### src/rtl/gsim_job_arbiter_if.sv
// Requester and result handshake bundle for the GSIM job arbiter.
// Slave is the arbiter side; master is the requester/consumer side.
interface gsim_job_arbiter_if #(
    parameter int N_REQ = 4,
    parameter int ID_W  = 2
);
    logic [N_REQ-1:0]    req_valid;
    logic [N_REQ*16-1:0] req_data;
    logic [N_REQ-1:0]    req_ready;
    logic                res_valid;
    logic [31:0]         res_data;
    logic [ID_W-1:0]     res_id;
    logic                res_last;
    logic                res_ready;

    modport master (
        output req_valid, req_data, res_ready,
        input  req_ready, res_valid, res_data, res_id, res_last
    );

    modport slave (
        input  req_valid, req_data, res_ready,
        output req_ready, res_valid, res_data, res_id, res_last
    );
endinterface

### src/rtl/gsim_job_arbiter.sv
// Round-robin job arbiter sharing one GSIM solver between N_REQ requesters.
// Loads a 16-word b frame, captures the 16-word x burst, drains it tagged.
module gsim_job_arbiter #(
    parameter int N_REQ     = 4,
    parameter int ID_W      = 2,
    parameter int FRAME_LEN = 16
) (
    input  logic              clk,
    input  logic              reset,
    gsim_job_arbiter_if.slave bus,
    output logic              gsim_in_en,
    output logic [15:0]       gsim_b_in,
    input  logic              gsim_out_valid,
    input  logic [31:0]       gsim_x_out,
    output logic              busy,
    output logic              err_spurious
);

    localparam logic [2:0] IDLE    = 3'd0;
    localparam logic [2:0] LOAD    = 3'd1;
    localparam logic [2:0] WAIT    = 3'd2;
    localparam logic [2:0] CAPTURE = 3'd3;
    localparam logic [2:0] DRAIN   = 3'd4;

    localparam logic [3:0] LAST_IDX = 4'(FRAME_LEN - 1);

    logic [2:0]      state;
    logic [ID_W-1:0] rr_ptr;
    logic [ID_W-1:0] grant;
    logic [ID_W-1:0] pick;
    logic            found;
    logic [3:0]      load_cnt;
    logic [3:0]      cap_cnt;
    logic [3:0]      rd_idx;
    logic [31:0]     buf_mem [FRAME_LEN];
    logic            ld_hs;
    logic            cap_we;
    logic            drain;
    logic [3:0]      cap_idx;
    logic [15:0]     word;

    function automatic logic [ID_W-1:0] rr_slot(
        input logic [ID_W-1:0] base,
        input int              k
    );
        return ID_W'((int'(base) + k) % N_REQ);
    endfunction

    // first requesting slot after the last one served, wrapping
    always_comb begin
        found = 1'b0;
        pick  = '0;
        for (int k = 1; k <= N_REQ; k++) begin
            if (!found && bus.req_valid[rr_slot(rr_ptr, k)]) begin
                found = 1'b1;
                pick  = rr_slot(rr_ptr, k);
            end
        end
    end

    assign word    = bus.req_data[{grant, 4'b0000} +: 16];
    assign ld_hs   = (state == LOAD) && bus.req_valid[grant];
    assign cap_we  = gsim_out_valid &&
                     ((state == WAIT) || (state == CAPTURE));
    assign cap_idx = (state == WAIT) ? 4'd0 : cap_cnt;
    assign drain   = (state == DRAIN);

    assign bus.req_ready = (state == LOAD) ? (N_REQ'(1) << grant) : '0;
    assign bus.res_valid = drain;
    assign bus.res_data  = drain ? buf_mem[rd_idx] : '0;
    assign bus.res_id    = drain ? grant : '0;
    assign bus.res_last  = drain && (rd_idx == LAST_IDX);
    assign busy          = (state != IDLE);

    always_ff @(posedge clk or negedge reset) begin
        if (!reset) begin
            state        <= IDLE;
            rr_ptr       <= ID_W'(N_REQ - 1);
            grant        <= '0;
            load_cnt     <= '0;
            cap_cnt      <= '0;
            rd_idx       <= '0;
            gsim_in_en   <= 1'b0;
            gsim_b_in    <= '0;
            err_spurious <= 1'b0;
        end else begin
            gsim_in_en <= ld_hs;
            if (ld_hs)
                gsim_b_in <= word;
            if (gsim_out_valid && !cap_we)
                err_spurious <= 1'b1;
            unique case (state)
                IDLE: begin
                    if (found) begin
                        grant <= pick;
                        state <= LOAD;
                    end
                end
                LOAD: begin
                    if (ld_hs) begin
                        load_cnt <= load_cnt + 4'd1;
                        if (load_cnt == LAST_IDX)
                            state <= WAIT;
                    end
                end
                WAIT: begin
                    if (gsim_out_valid) begin
                        cap_cnt <= 4'd1;
                        state   <= CAPTURE;
                    end
                end
                CAPTURE: begin
                    if (gsim_out_valid) begin
                        cap_cnt <= cap_cnt + 4'd1;
                        if (cap_cnt == LAST_IDX) begin
                            rd_idx <= '0;
                            state  <= DRAIN;
                        end
                    end
                end
                DRAIN: begin
                    if (bus.res_ready) begin
                        rd_idx <= rd_idx + 4'd1;
                        if (rd_idx == LAST_IDX) begin
                            rr_ptr <= grant;
                            state  <= IDLE;
                        end
                    end
                end
                default: state <= IDLE;
            endcase
        end
    end

    // result buffer needs no reset; it is gated off outside DRAIN
    always_ff @(posedge clk) begin
        if (cap_we)
            buf_mem[cap_idx] <= gsim_x_out;
    end

endmodule

### src/flat_wrapper.sv
// flat-port wrapper written by rule: the top's interface ports become plain ports
module gsim_job_arbiter_flat 
#(
    parameter int N_REQ     = 4,
    parameter int ID_W      = 2,
    parameter int FRAME_LEN = 16
)
  (clk, reset, gsim_in_en, gsim_b_in, gsim_out_valid, gsim_x_out, busy, err_spurious, bus_req_valid, bus_req_data, bus_res_ready, bus_req_ready, bus_res_valid, bus_res_data, bus_res_id, bus_res_last);
  gsim_job_arbiter_if #(.N_REQ(N_REQ), .ID_W(ID_W)) bus_i ();
  input  logic clk;
  input  logic reset;
  output logic gsim_in_en;
  output logic [15:0] gsim_b_in;
  input  logic gsim_out_valid;
  input  logic [31:0] gsim_x_out;
  output logic busy;
  output logic err_spurious;
  input wire logic [$bits(bus_i.req_valid)-1:0] bus_req_valid;
  input wire logic [$bits(bus_i.req_data)-1:0] bus_req_data;
  input wire logic [$bits(bus_i.res_ready)-1:0] bus_res_ready;
  output wire logic [$bits(bus_i.req_ready)-1:0] bus_req_ready;
  output wire logic [$bits(bus_i.res_valid)-1:0] bus_res_valid;
  output wire logic [$bits(bus_i.res_data)-1:0] bus_res_data;
  output wire logic [$bits(bus_i.res_id)-1:0] bus_res_id;
  output wire logic [$bits(bus_i.res_last)-1:0] bus_res_last;
  assign bus_i.req_valid = bus_req_valid;
  assign bus_i.req_data = bus_req_data;
  assign bus_i.res_ready = bus_res_ready;
  assign bus_req_ready = bus_i.req_ready;
  assign bus_res_valid = bus_i.res_valid;
  assign bus_res_data = bus_i.res_data;
  assign bus_res_id = bus_i.res_id;
  assign bus_res_last = bus_i.res_last;
  gsim_job_arbiter #(.N_REQ(N_REQ), .ID_W(ID_W), .FRAME_LEN(FRAME_LEN)) u_core (.clk(clk), .reset(reset), .bus(bus_i), .gsim_in_en(gsim_in_en), .gsim_b_in(gsim_b_in), .gsim_out_valid(gsim_out_valid), .gsim_x_out(gsim_x_out), .busy(busy), .err_spurious(err_spurious));
endmodule
### config.mk
export PLATFORM = sky130hd
export DESIGN_NAME = gsim_job_arbiter_flat
export DESIGN_NICKNAME = d
export VERILOG_FILES = /design/src/rtl/gsim_job_arbiter_if.sv /design/src/rtl/gsim_job_arbiter.sv /design/src/flat_wrapper.sv
export SDC_FILE = /design/constraint.sdc
export NUM_CORES = 1
export LEC_CHECK = 0
export BUFFER_PORTS_ARGS = -buffer_cell sky130_fd_sc_hd__buf_2
export CAP_MARGIN = 30
export CORE_UTILIZATION = 55
export CTS_CLUSTER_SIZE = 16
export DETAILED_ROUTE_END_ITERATION = 7
export GPL_TIMING_DRIVEN = 0
export PLACE_DENSITY_LB_ADDON = 0.08
export SYNTH_ARGS = -nofsm -noshare
export SYNTH_HDL_FRONTEND = slang
export SYNTH_SLANG_ARGS = --single-unit
### constraint.sdc
create_clock -name clk -period 7.2 [get_ports clk]
set_input_delay 1.8 -clock clk [delete_from_list [all_inputs] [get_ports clk]]
set_output_delay 1.8 -clock clk [all_outputs]
set_load 0.01 [all_outputs]
; Word-level counts from Yosys, hierarchy flattened
; Memory sizes are Yosys's and may differ from the RTL's.
; Index checks and enable logic that the tools add are counted.
[classes]
addsub = 7
n_lt_le_gt_ge = 5
div_mod_pow = 0
mux = 40
bitwise_logic = 0
reduce_logical = 22
n_eq_ne = 15
shift = 2
multipliers = 0
[ops]
columns = op, n
row1 = 64-bit by 7-bit variable part select with 16-bit output, 1
row2 = 32-bit two-way mux, 1
row3 = 4-bit two-way mux, 7
row4 = 3-bit two-way mux, 8
row5 = 4-bit case mux with 2 select lines, 2
row6 = 2-bit by 3-bit less-than comparator with 1-bit output (second input constant), 5
row7 = 3-bit case mux with 5 select lines, 1
row8 = 4-bit by 1-bit adder with 4-bit output (second input constant), 3
row9 = 4-bit equality test (second input constant), 3
row10 = 2-bit != test (second input constant), 6
row11 = 1-bit two-way mux, 11
row12 = 1-bit binary-select mux with 2-bit select, 5
row13 = 2-bit two-way mux, 5
row14 = 8-bit AND reduction, 1
row15 = 1-bit logical AND, 7
row16 = 3-bit by 2-bit equality test with 1-bit output (second input constant), 2
row17 = 3-bit AND reduction, 2
row18 = 2-bit by 1-bit adder with 2-bit output (second input constant), 2
row19 = 2-bit adder (second input constant), 2
row20 = 1-bit zero test, 4
row21 = 2-bit by 1-bit != test with 1-bit output (second input constant), 2
row22 = 2-bit AND reduction, 2
row23 = 4-bit AND reduction, 1
row24 = 2-bit nonzero test, 2
row25 = 6 further kinds, 6
[word_totals]
in_bits = 104
mem_count = 1
ff_bits = 37
rom_bits = 0
latch_bits = 0
ramBits = 512
[mem_list]
columns = memory, words, word_bits, rd, rd_clocked_by_memory_dff, write_ports, line
row1 = u_core.buf_mem, 16, 32, 1, 0, 1, gsim_job_arbiter.sv:35  ; logic [31:0] buf_mem [FRAME_LEN];

; Longest topological paths before layout
; Gate-level depths: netlist of the first run.
[logic_depth]
word_depth = 15
depth_mapped = 8

; Worst setup path after synthesis of the first run
; Ideal clock, no wire load.
[synth_path]
path_type = input to register
start = input gsim_out_valid
end = memory u_core.buf_mem[5][0] (enable)
path_stages = 3
setup_ps = 421
path_slack_ps = 3011
path_buffers = 0
t_arrival_ps = 3768
cell_sequence = nand3b_1 or3_1 nor2_1
[synth_via]
elab_chain_cells = 3
[synth_lines]
columns = item, line
row1 = start: declaration, flat_wrapper.sv:14  ; input logic gsim_out_valid;
row2 = 1-bit logical AND, gsim_job_arbiter.sv:63  ; assign cap_we = gsim_out_valid &&
row3 = 1-bit two-way mux, gsim_job_arbiter.sv:137  ; if (cap_we)
row4 = 1-bit two-way mux (implied by the code), gsim_job_arbiter.sv:138  ; buf_mem[cap_idx] <= gsim_x_out;
row5 = end: declaration, gsim_job_arbiter.sv:35
; No other way between the ends.

; Final worst setup path of the first run
[layout_path]
start = register u_core.rd_idx[1]
end = output bus_res_data[31]
[layout_via]
elab_chain_cells = 2
[layout_lines]
columns = item, line
row1 = start: declaration, gsim_job_arbiter.sv:34  ; logic [3:0] rd_idx;
row2 = start signal: assignment, gsim_job_arbiter.sv:123  ; rd_idx <= rd_idx + 4'd1;
row3 = memory read 16 x 32 bit, n/a
row4 = 32-bit two-way mux, gsim_job_arbiter.sv:70  ; assign bus.res_data = drain ? buf_mem[rd_idx] : '0;
row5 = end: declaration, flat_wrapper.sv:23  ; output wire logic [$bits(bus_i.res_data)-1:0] bus_res_data;
; No other way between the ends.

==> results of run 1 <==
==> logic make-up (layout without fill, tap and decap cells) <==
family | after synthesis | count (layout)
flops | 549 | 549
mux | 166 | 166
simple gates | 115 | 115
compound gates | 89 | 89
buf+inv | 58 | 335
fa+ha+maj | 3 | 3
xor+xnor | 3 | 3
==> per-stage QoR <==
step	power, W	hold slack [ns]	setup slack, ns	utilization (%)	std cells
6_report	0.007853	0.4521	2.399	66.17	1771
5_1_grt	0.008122	0.4787	2.238	66.17	1771
4_1_cts	0.007912	0.4561	2.338	66.17	1771
3_5_place_dp	0.005097	0.4423	2.981	61.48	1672
3_3_place_gp	0.005036	0.4347	1.094	60.24	1656
2_1_floorplan	0.004692	0.4413	3.011	-	983
==> metal layers <==
layer	vias up	track usage [%]
met5	-	0
met4	6	6.667
met3	71	3.764
met2	363	39.82
met1	5628	34.78
li1	4612	-
==> power groups by stage <==
stage | registers [W] | clock network (W) | logic [W]
final | 0.00374 | 0.00283 | 0.00128
after global routing | 0.00375 | 0.00299 | 0.00138
after CTS | 0.00374 | 0.00287 | 0.00130
after detailed placement | 0.00381 | 0 | 0.00129
after global placement | 0.00381 | 0 | 0.00123
after floorplan | 0.00382 | 0 | 0.000872
==> cell type report <==
class | instances | area, µm² | area share [%]
multi-input combinational | 376 | 4908 | 19.56
timing repair buffer | 178 | 1161 | 4.626
sequential | 549 | 16300 | 64.95
clock inverter | 29 | 337.8 | 1.346
clock buffer | 70 | 1443 | 5.747
tap | 511 | 639.4 | 2.547
buffer | 53 | 284.0 | 1.132
inverter | 5 | 23.77 | 0.09471
==> worst max-delay path, stage by stage, from the launching register on <==
cell      delay [ns]
dfrtp_1         0.49
buf_2           0.30
clkbuf_1        0.72
mux4_2          0.42
a22oi_1         0.16
nand2_1         0.14
buf_2           0.17
==> worst min-delay path by stage <==
stage	endpoint	slack [ns]
floorplan	u_core.load_cnt[3]	0.44
global route	u_core.err_spurious	0.48
detailed placement	u_core.err_spurious	0.44
global placement	u_core.err_spurious	0.43
finish	u_core.err_spurious	0.45
CTS	u_core.err_spurious	0.46
==> layout by cell type, fill, tap and decap left out, types with 9 or more instances in the layout <==
master / n
dfrtp_1: 35
a22oi_1: 64
clkbuf_16: 55
buf_12: 12
nand3_1: 9
nor2_4: 16
edfxtp_1: 512
mux2_2: 11
nor2_1: 9
o21ai_0: 10
nand2_1: 51
mux4_2: 145
clkbuf_1: 32
clkinv_1: 13
buf_2: 188
==> registers in the layout, summed over array words and instances (netlist names) <==
signal and cells:
u_core.state 3, u_core.rd_idx 4, u_core.err_spurious 1, u_core.gsim_b_in 16
u_core.rr_ptr 2, u_core.cap_cnt 4, u_core.grant 2, u_core.load_cnt 4
u_core.buf_mem 512, u_core.gsim_in_en 1
==> impl_metrics.json, run 1 <==
{
  "status": "completed",
  "highest_layer": "met5",
  "cts_tree": "yes",
  "postCtsHoldBufs": 0,
  "cts-root-buf": "clkbuf_16",
  "stdcell_area_um2": 25100,
  "clkSinkCount": 549,
  "core.rowCount": 71,
  "cts.reportedPaths.clkPinSlew_ns": 0.06,
  "synth-simple-area-share_pct": 2.631,
  "criticalPathCategory": "flop to output port",
  "io_pins": 163,
  "clock_path_buffers": 3,
  "holdPathStages": 1,
  "syn_nets": 1090,
  "rrSetupSlack_ns": 4.43,
  "pwr-share-comb_pct": 16.3,
  "netlist_top_cells_area": "edfxtp_1 (72%), mux4_2 (15%), dfrtp_1 (4.1%)",
  "cts_setup_buffers": 0,
  "wire_per_inst_um": 26.43,
  "synth_most_common_cell": "edfxtp_1",
  "cts_made_buffers": 53,
  "finalWirelength_mm": 46.81,
  "yosys.area_share.xor_xnor_pct": 0.1228,
  "worstMarginPinSlew_ns": 0.9773,
  "post_cts_resized": 0,
  "area_growth_pct": 17.30,
  "grt.total_usage_pct": 24.43,
  "setup_viol": 0,
  "finalHoldViolCount": 0,
  "synth_flop_cell": "edfxtp_1",
  "tns_ns": 0,
  "synth_top_area_share_pct": 71.85,
  "r2r_cells": 6,
  "regToRegStartpoint": "u_core.state[0]",
  "diodes": 0,
  "avgSynthCellArea_um2": 21.77,
  "antenna_found_initial": 3,
  "die_x_um": 199.3,
  "ys_warn_count": 0,
  "p_seq_share_pct": 47.6,
  "dr_wl_met2_mm": 22.91,
  "vias": 10680,
  "core_area_um2": 37930,
  "die_area_um2": 39700,
  "cp_max_fo": 10,
  "finalCritPeriodShare_pct": 66.67,
  "clock_latency_ns": 0.59,
  "clkPwrFrac_pct": 36.1,
  "fin_crit_ns": 4.801,
  "p_sw_w": 0.001870,
  "ant_nets": 0,
  "synth_cell_types": 50,
  "nNetsFinal": 1323,
  "muxShareOfSynthArea_pct": 16.47,
  "synth_adder_area_share_pct": 0.1754,
  "synth_common_cells": "edfxtp_1 (512), mux4_2 (145), a22oi_1 (64)",
  "clock_skew_ns": 0.01433,
  "drc": 0,
  "leakagePower_nw": 8.377,
  "met1_length_mm": 20.06,
  "overflow": 0,
  "dr.pass1.iters": 5,
  "met3_length_mm": 2.888,
  "synth_compound_area_share_pct": 2.976,
  "vdd_drop_max_mv": 0.2234,
  "sw_frac_of_total_pct": 23.81,
  "drv_slew": 0,
  "drt_iter0_markers": 878,
  "crit_start": "u_core.rd_idx[1]",
  "fill_cells": 2449,
  "r2r-end": "u_core.buf_mem[1][11]",
  "cp.arrival_ns": 3.00,
  "synth_cells": 983,
  "post_dp_cell_area_um2": 23320,
  "die_y_um": 199.3,
  "critPathCapture": "bus_res_data[31]",
  "synth_async_sr_flop_share_pct": 6.740,
  "start_util_pct": 56.41,
  "p_int_w": 0.005983,
  "cp.required_ns": 5.40,
  "grt_pass1_vias": 10810,
  "grt_pass1_wl_mm": 68.66,
  "power.density_nw_per_um2": 312.9,
  "drive_above_1_share_pct": 37.62,
  "crit_path_end_kind": "output port",
  "start_kind": "flop",
  "synth_top_family_by_area": "multiplexers",
  "min-delay-start": "u_core.err_spurious",
  "place_hpwl_mm": 29.35,
  "seq_area_frac_synth_pct": 76.19,
  "via_per_inst": 6.030,
  "max-cap-violations": 0,
  "synth_area_leader_cell": "edfxtp_1",
  "slew_headroom_pct": 34.85,
  "netlist_area_um2": 21400,
  "port_buffers": 162,
  "synth_edf_count": 512,
  "gp_congestion": 0.8091,
  "min_path_type": "flop to flop",
  "timing.fmax_mhz": 208.3,
  "grt_max_degree": 38,
  "rsz0062_at_grt": "no",
  "synth_seq_cells": 549,
  "htree_levels": 2
}
(Power assumes the default switching activity.)
==> run 2: changes to the inputs <==
Settings changed: CORE_UTILIZATION 55 to 54.
Clock period 7.2 ns to 4.1 ns, I/O delays scaled along.
==> run 2 against run 1 <==
Compared with the run above: clock skew decreased by 0.0048 ns; non-clock buffer count increased by 2; combinational power up 79%; via count rose by 0.54%; first-iteration DRC count increased by 15%; sequential share of layout area shrank 0.10 points; register-to-register slack worse by 3.3 ns; power increased by 73%; hold slack gained 0.012 ns; clock power up 67%; critical path depth unchanged.
==> impl_metrics.json, run 2 (synthesis results as in run 1) <==
{
  "io_pins": 163,
  "core_area_um2": 38830,
  "holdPathStages": 1,
  "sw_frac_of_total_pct": 24.52,
  "crit_path_end_kind": "output port",
  "setup_viol": 0,
  "crit_start": "u_core.rd_idx[1]",
  "timing.fmax_mhz": 249.2,
  "max-cap-violations": 0,
  "start_kind": "flop",
  "drt_iter0_markers": 1013,
  "final_cell_mix": "edfxtp_1 (512), buf_2 (179), mux4_2 (145), a22oi_1 (64), clkbuf_16 (54)",
  "die_area_um2": 40430,
  "rrSetupSlack_ns": 1.13,
  "power.density_nw_per_um2": 540.6,
  "core.rowCount": 72,
  "p_seq_share_pct": 48.4,
  "p_int_w": 0.01026,
  "cts_tree": "yes",
  "postCtsHoldBufs": 0,
  "cp_max_fo": 10,
  "htree_levels": 2,
  "clkPwrFrac_pct": 34.7,
  "worstMarginPinSlew_ns": 1.018,
  "vias": 10740,
  "dr.pass1.iters": 5,
  "port_buffers": 162,
  "drv_slew": 0,
  "r2r_cells": 6,
  "min-delay-start": "u_core.err_spurious",
  "area_growth_pct": 17.48,
  "regToRegStartpoint": "u_core.state[0]",
  "slew_headroom_pct": 31.98,
  "leakagePower_nw": 8.383,
  "post-place-ws_ns": 0.6121,
  "overflow": 0,
  "rsz0062_at_grt": "no",
  "clock_latency_ns": 0.59,
  "cts-root-buf": "clkbuf_16",
  "finalWirelength_mm": 48.23,
  "wire_per_inst_um": 27.09,
  "clock_path_buffers": 3,
  "whs_endpoint": "u_core.err_spurious",
  "grt.total_usage_pct": 24.67,
  "ant_nets": 0,
  "antenna_found_initial": 3,
  "grt_pass1_wl_mm": 71.76,
  "nNetsFinal": 1326,
  "place_hpwl_mm": 29.99,
  "start_util_pct": 55.11,
  "cp.arrival_ns": 2.99,
  "drive_above_1_share_pct": 38.14,
  "setup_ws_ns": 0.08792,
  "finalHoldViolCount": 0,
  "tns_ns": 0,
  "status": "completed",
  "largest_register": "u_core.buf_mem",
  "r2r-end": "u_core.buf_mem[14][14]",
  "drc": 0,
  "fin_crit_ns": 4.012,
  "grt_max_degree": 38,
  "clock_skew_ns": 0.009539,
  "largest_reg_flops": 512,
  "die_y_um": 201.1,
  "finalCritPeriodShare_pct": 97.86,
  "pwr-share-comb_pct": 16.9,
  "via_per_inst": 6.033,
  "criticalPathCategory": "flop to output port",
  "cts_made_buffers": 54,
  "cts.reportedPaths.clkPinSlew_ns": 0.06,
  "die_x_um": 201.1,
  "clkSinkCount": 549,
  "grt_pass1_vias": 11020,
  "gp_congestion": 0.7858,
  "reg_top3": "u_core.buf_mem: 512 flops, u_core.gsim_b_in: 16 flops",
  "p_sw_w": 0.003332,
  "min_path_type": "flop to flop",
  "cp.required_ns": 3.07,
  "vdd_drop_max_mv": 0.3729,
  "layout_commonest_cell": "edfxtp_1"
}
[run 2: cell types whose count changed in the layout (fill, tap and decap cells not counted), moves of 2 or more]
cell        change
buf_16          +9
buf_2           -9
buf_12          -8
clkbuf_1        -6
clkbuf_4        +5
buf_4           +4
bufinv_16       -4
clkbuf_2        +4
clkinv_2        +3
clkinvlp_4      +2
[run 2: power groups by stage]
stage                     Combinational (W)  Clock (W)  Sequential [W]
after detailed placement            0.00230          0         0.00669
after global routing                0.00247    0.00502         0.00661
final                               0.00229    0.00472         0.00658
after floorplan                     0.00153          0         0.00671
after global placement              0.00218          0         0.00669
after CTS                           0.00232    0.00480         0.00658
[run 2: metal layers]
layer / wire [µm] / part of all wire, % / vias to the layer above / global-route usage, %
met5: 26 / 0.054 / - / 0
li1: - / - / 4632 / -
met3: 3267 / 6.8 / 79 / 5.325
met1: 20520 / 43 / 5623 / 34.98
met2: 23380 / 48 / 400 / 39.42
met4: 1034 / 2.1 / 4 / 6.298
[run 2: layout make-up]
type | instances | area (µm²)
multi-input combinational | 376 | 4908
inverter | 5 | 23.77
sequential | 549 | 16300
antenna | 1 | 2.502
clock inverter | 30 | 255.2
tap | 518 | 648.1
fill | 2579 | 13690
clock buffer | 68 | 1424
timing repair buffer | 180 | 1264
buffer | 53 | 311.5
[run 2: worst max-delay path, stage by stage, from the launching register on]
cell      delay (ns)
dfrtp_1         0.50
buf_2           0.29
clkbuf_1        0.61
mux4_2          0.41
a22oi_1         0.31
nand2_1         0.12
buf_2           0.16
[run 2: repair_timing]
action / in CTS / in global routing
setup endpoints to repair: 2 / 27
pin swaps: 0 / 0
resized for setup: 2 / 19
buffers inserted: 0 / 0
[run 2: worst max path at each step]
stage / cells past startpoint / end / slack [ns]
floorplan: 3 / u_core.buf_mem[6][0] / 0.69
global placement: 4 / u_core.buf_mem[6][17] / -1.26
detailed placement: 7 / bus_res_data[24] / 0.61
CTS: 7 / bus_res_data[6] / 0.006
global route: 6 / bus_res_data[24] / 0.0007
finish: 6 / bus_res_data[6] / 0.09
[run 2: stage by stage]
step	hold slack, ns	area (µm²)	total power, W	util (%)	cells
global placement	0.4374	22860	0.008866	58.87	1663
detailed placement	0.4562	23430	0.008999	60.35	1681
finish	0.4637	25140	0.01359	64.75	1780
global route	0.4881	25140	0.01410	64.75	1780
floorplan	0.4413	21400	0.008240	-	983
CTS	0.4672	25120	0.01369	64.68	1779
==> run 3: changes to the inputs <==
Settings changed: CORE_UTILIZATION 54 to 50.
==> run 3 against run 2 <==
Compared with the run above: clock power about the same; maximum frequency about the same; flip-flop and latch count unchanged; sequential share of layout area up 0.16 points; sequential power about the same; combinational power about the same; cell area down 0.24%; die area up 7.9%.
==> impl_metrics.json, run 3 (synthesis results as in run 1) <==
{
  "grt_max_degree": 38,
  "postCtsHoldBufs": 0,
  "vdd_drop_max_mv": 0.3723,
  "finalCritPeriodShare_pct": 97.79,
  "overflow": 0,
  "stdcell_area_um2": 25080,
  "cpLargestDelayFamily": "buffers and inverters",
  "max_stage_delay_ns": 0.66,
  "nNetsFinal": 1326,
  "clkSinkCount": 549,
  "worst-path-buf-inv": 3,
  "antenna_found_initial": 3,
  "cpMostUsedCell": "buf_2",
  "min_path_type": "flop to flop",
  "cp_slowest_cell": "clkbuf_1",
  "final_cell_mix": "edfxtp_1 (512), buf_2 (179), mux4_2 (145), a22oi_1 (64), clkbuf_16 (55)",
  "setup_viol": 0,
  "dp.cells": 1700,
  "die_area_um2": 43630,
  "die_x_um": 208.9,
  "grt_pass1_vias": 11060,
  "place_hpwl_mm": 30.24,
  "largest_register": "u_core.buf_mem",
  "drt_iter0_markers": 823,
  "wire_per_inst_um": 27.14,
  "slew_headroom_pct": 40.91,
  "largest_reg_flops": 512,
  "cp.required_ns": 3.07,
  "power_w": 0.01361,
  "crit_chain": "buf_2 -> clkbuf_1 -> mux4_2 -> a22oi_1 -> nand2_1 -> buf_2",
  "io_pins": 163,
  "cp.arrival_ns": 2.98,
  "status": "completed",
  "leakagePower_nw": 8.367,
  "vias": 10800,
  "layout_commonest_cell": "edfxtp_1",
  "rsz0062_at_grt": "yes",
  "cts.reportedPaths.clkPinSlew_ns": 0.06,
  "grt.total_usage_pct": 23.17,
  "worstMarginPinSlew_ns": 0.8842,
  "area_growth_pct": 17.20,
  "instances_no_fill": 1802,
  "post_dp_cell_area_um2": 23340,
  "drv_slew": 0,
  "criticalPathCategory": "flop to output port",
  "drc": 0,
  "htree_levels": 2,
  "port_buffers": 162,
  "gp_congestion": 0.7509,
  "start_util_pct": 50.90,
  "start_kind": "flop",
  "clock_latency_ns": 0.60,
  "max-cap-violations": 0,
  "clock_path_buffers": 3,
  "cts_made_buffers": 55,
  "crit_path_end_kind": "output port",
  "finalHoldViolCount": 0,
  "die_y_um": 208.9,
  "grt_pass1_wl_mm": 72.42,
  "cts-root-buf": "clkbuf_16",
  "finalWirelength_mm": 48.91,
  "power.density_nw_per_um2": 542.5,
  "clock_skew_ns": 0.01762,
  "core_area_um2": 42040,
  "cts_tree": "yes",
  "timing.fmax_mhz": 249.4,
  "drive_above_1_share_pct": 38.57,
  "reg_top3": "u_core.buf_mem: 512 flops, u_core.gsim_b_in: 16 flops",
  "cp_max_fo": 10,
  "dr.pass1.iters": 5,
  "fin_crit_ns": 4.009,
  "core.rowCount": 75,
  "via_per_inst": 5.994,
  "tns_ns": 0,
  "ant_nets": 0
}
[run 3: worst reg2reg max path: stages, from the launching register on]
cell,delay (ns)
dfrtp_1,0.40
clkbuf_1,0.37
inv_1,0.18
nand2b_1,0.18
nand3b_1,0.35
nor2_4,0.80
buf_16,0.25
[run 3: area by class of cell]
type / count / area, µm²
antenna: 3 / 7.507
buffer: 53 / 316.6
clock buffer: 69 / 1439
clock inverter: 29 / 245.2
fill: 3040 / 16960
inverter: 5 / 23.77
multi-input combinational: 376 / 4908
sequential: 549 / 16300
tap: 539 / 674.4
timing repair buffer: 179 / 1161
[run 3: where the power goes]
part           switching (W)  internal (W)
clock network        0.00203       0.00272
logic                0.00117       0.00111
registers           0.000129       0.00644
[run 3: through the flow]
step | hold WS (ns) | utilization, % | worst slack, ns
after floorplan | 0.4413 | - | 0.6860
after global placement | 0.4379 | 54.43 | -1.245
after detailed placement | 0.4526 | 55.52 | 0.6104
after CTS | 0.4643 | 59.54 | 0.01231
after global routing | 0.4891 | 59.65 | -0.01426
final | 0.4556 | 59.65 | 0.09081
[run 3: final timing paths]
path / cells past startpoint / endpoint / from / slack (ns)
max: 6 / bus_res_data[24] / u_core.rd_idx[1] / 0.09
min: 1 / u_core.err_spurious / u_core.err_spurious / 0.46
max reg2reg: 6 / u_core.buf_mem[13][14] / u_core.state[0] / 1.27
min reg2reg: 1 / u_core.err_spurious / u_core.err_spurious / 0.46
max in group asynchronous: 1 / u_core.gsim_b_in[14] / reset / 2.99
min in group asynchronous: 1 / u_core.gsim_b_in[6] / reset / 0.56
[run 3: routing by layer]
layer / track usage, % / wire (µm)
met1: 32.68 / 21120
met2: 38.00 / 24160
met3: 3.547 / 2700
met4: 6.466 / 927
met5: 0 / 0
[run 3: timing repair]
action / in CTS / in global routing
hold endpoints to repair: 0 / 0
setup endpoints to repair: 2 / 28
gates resized for setup: 4 / 23
setup buffers: 0 / 0
pin swaps: 0 / 0
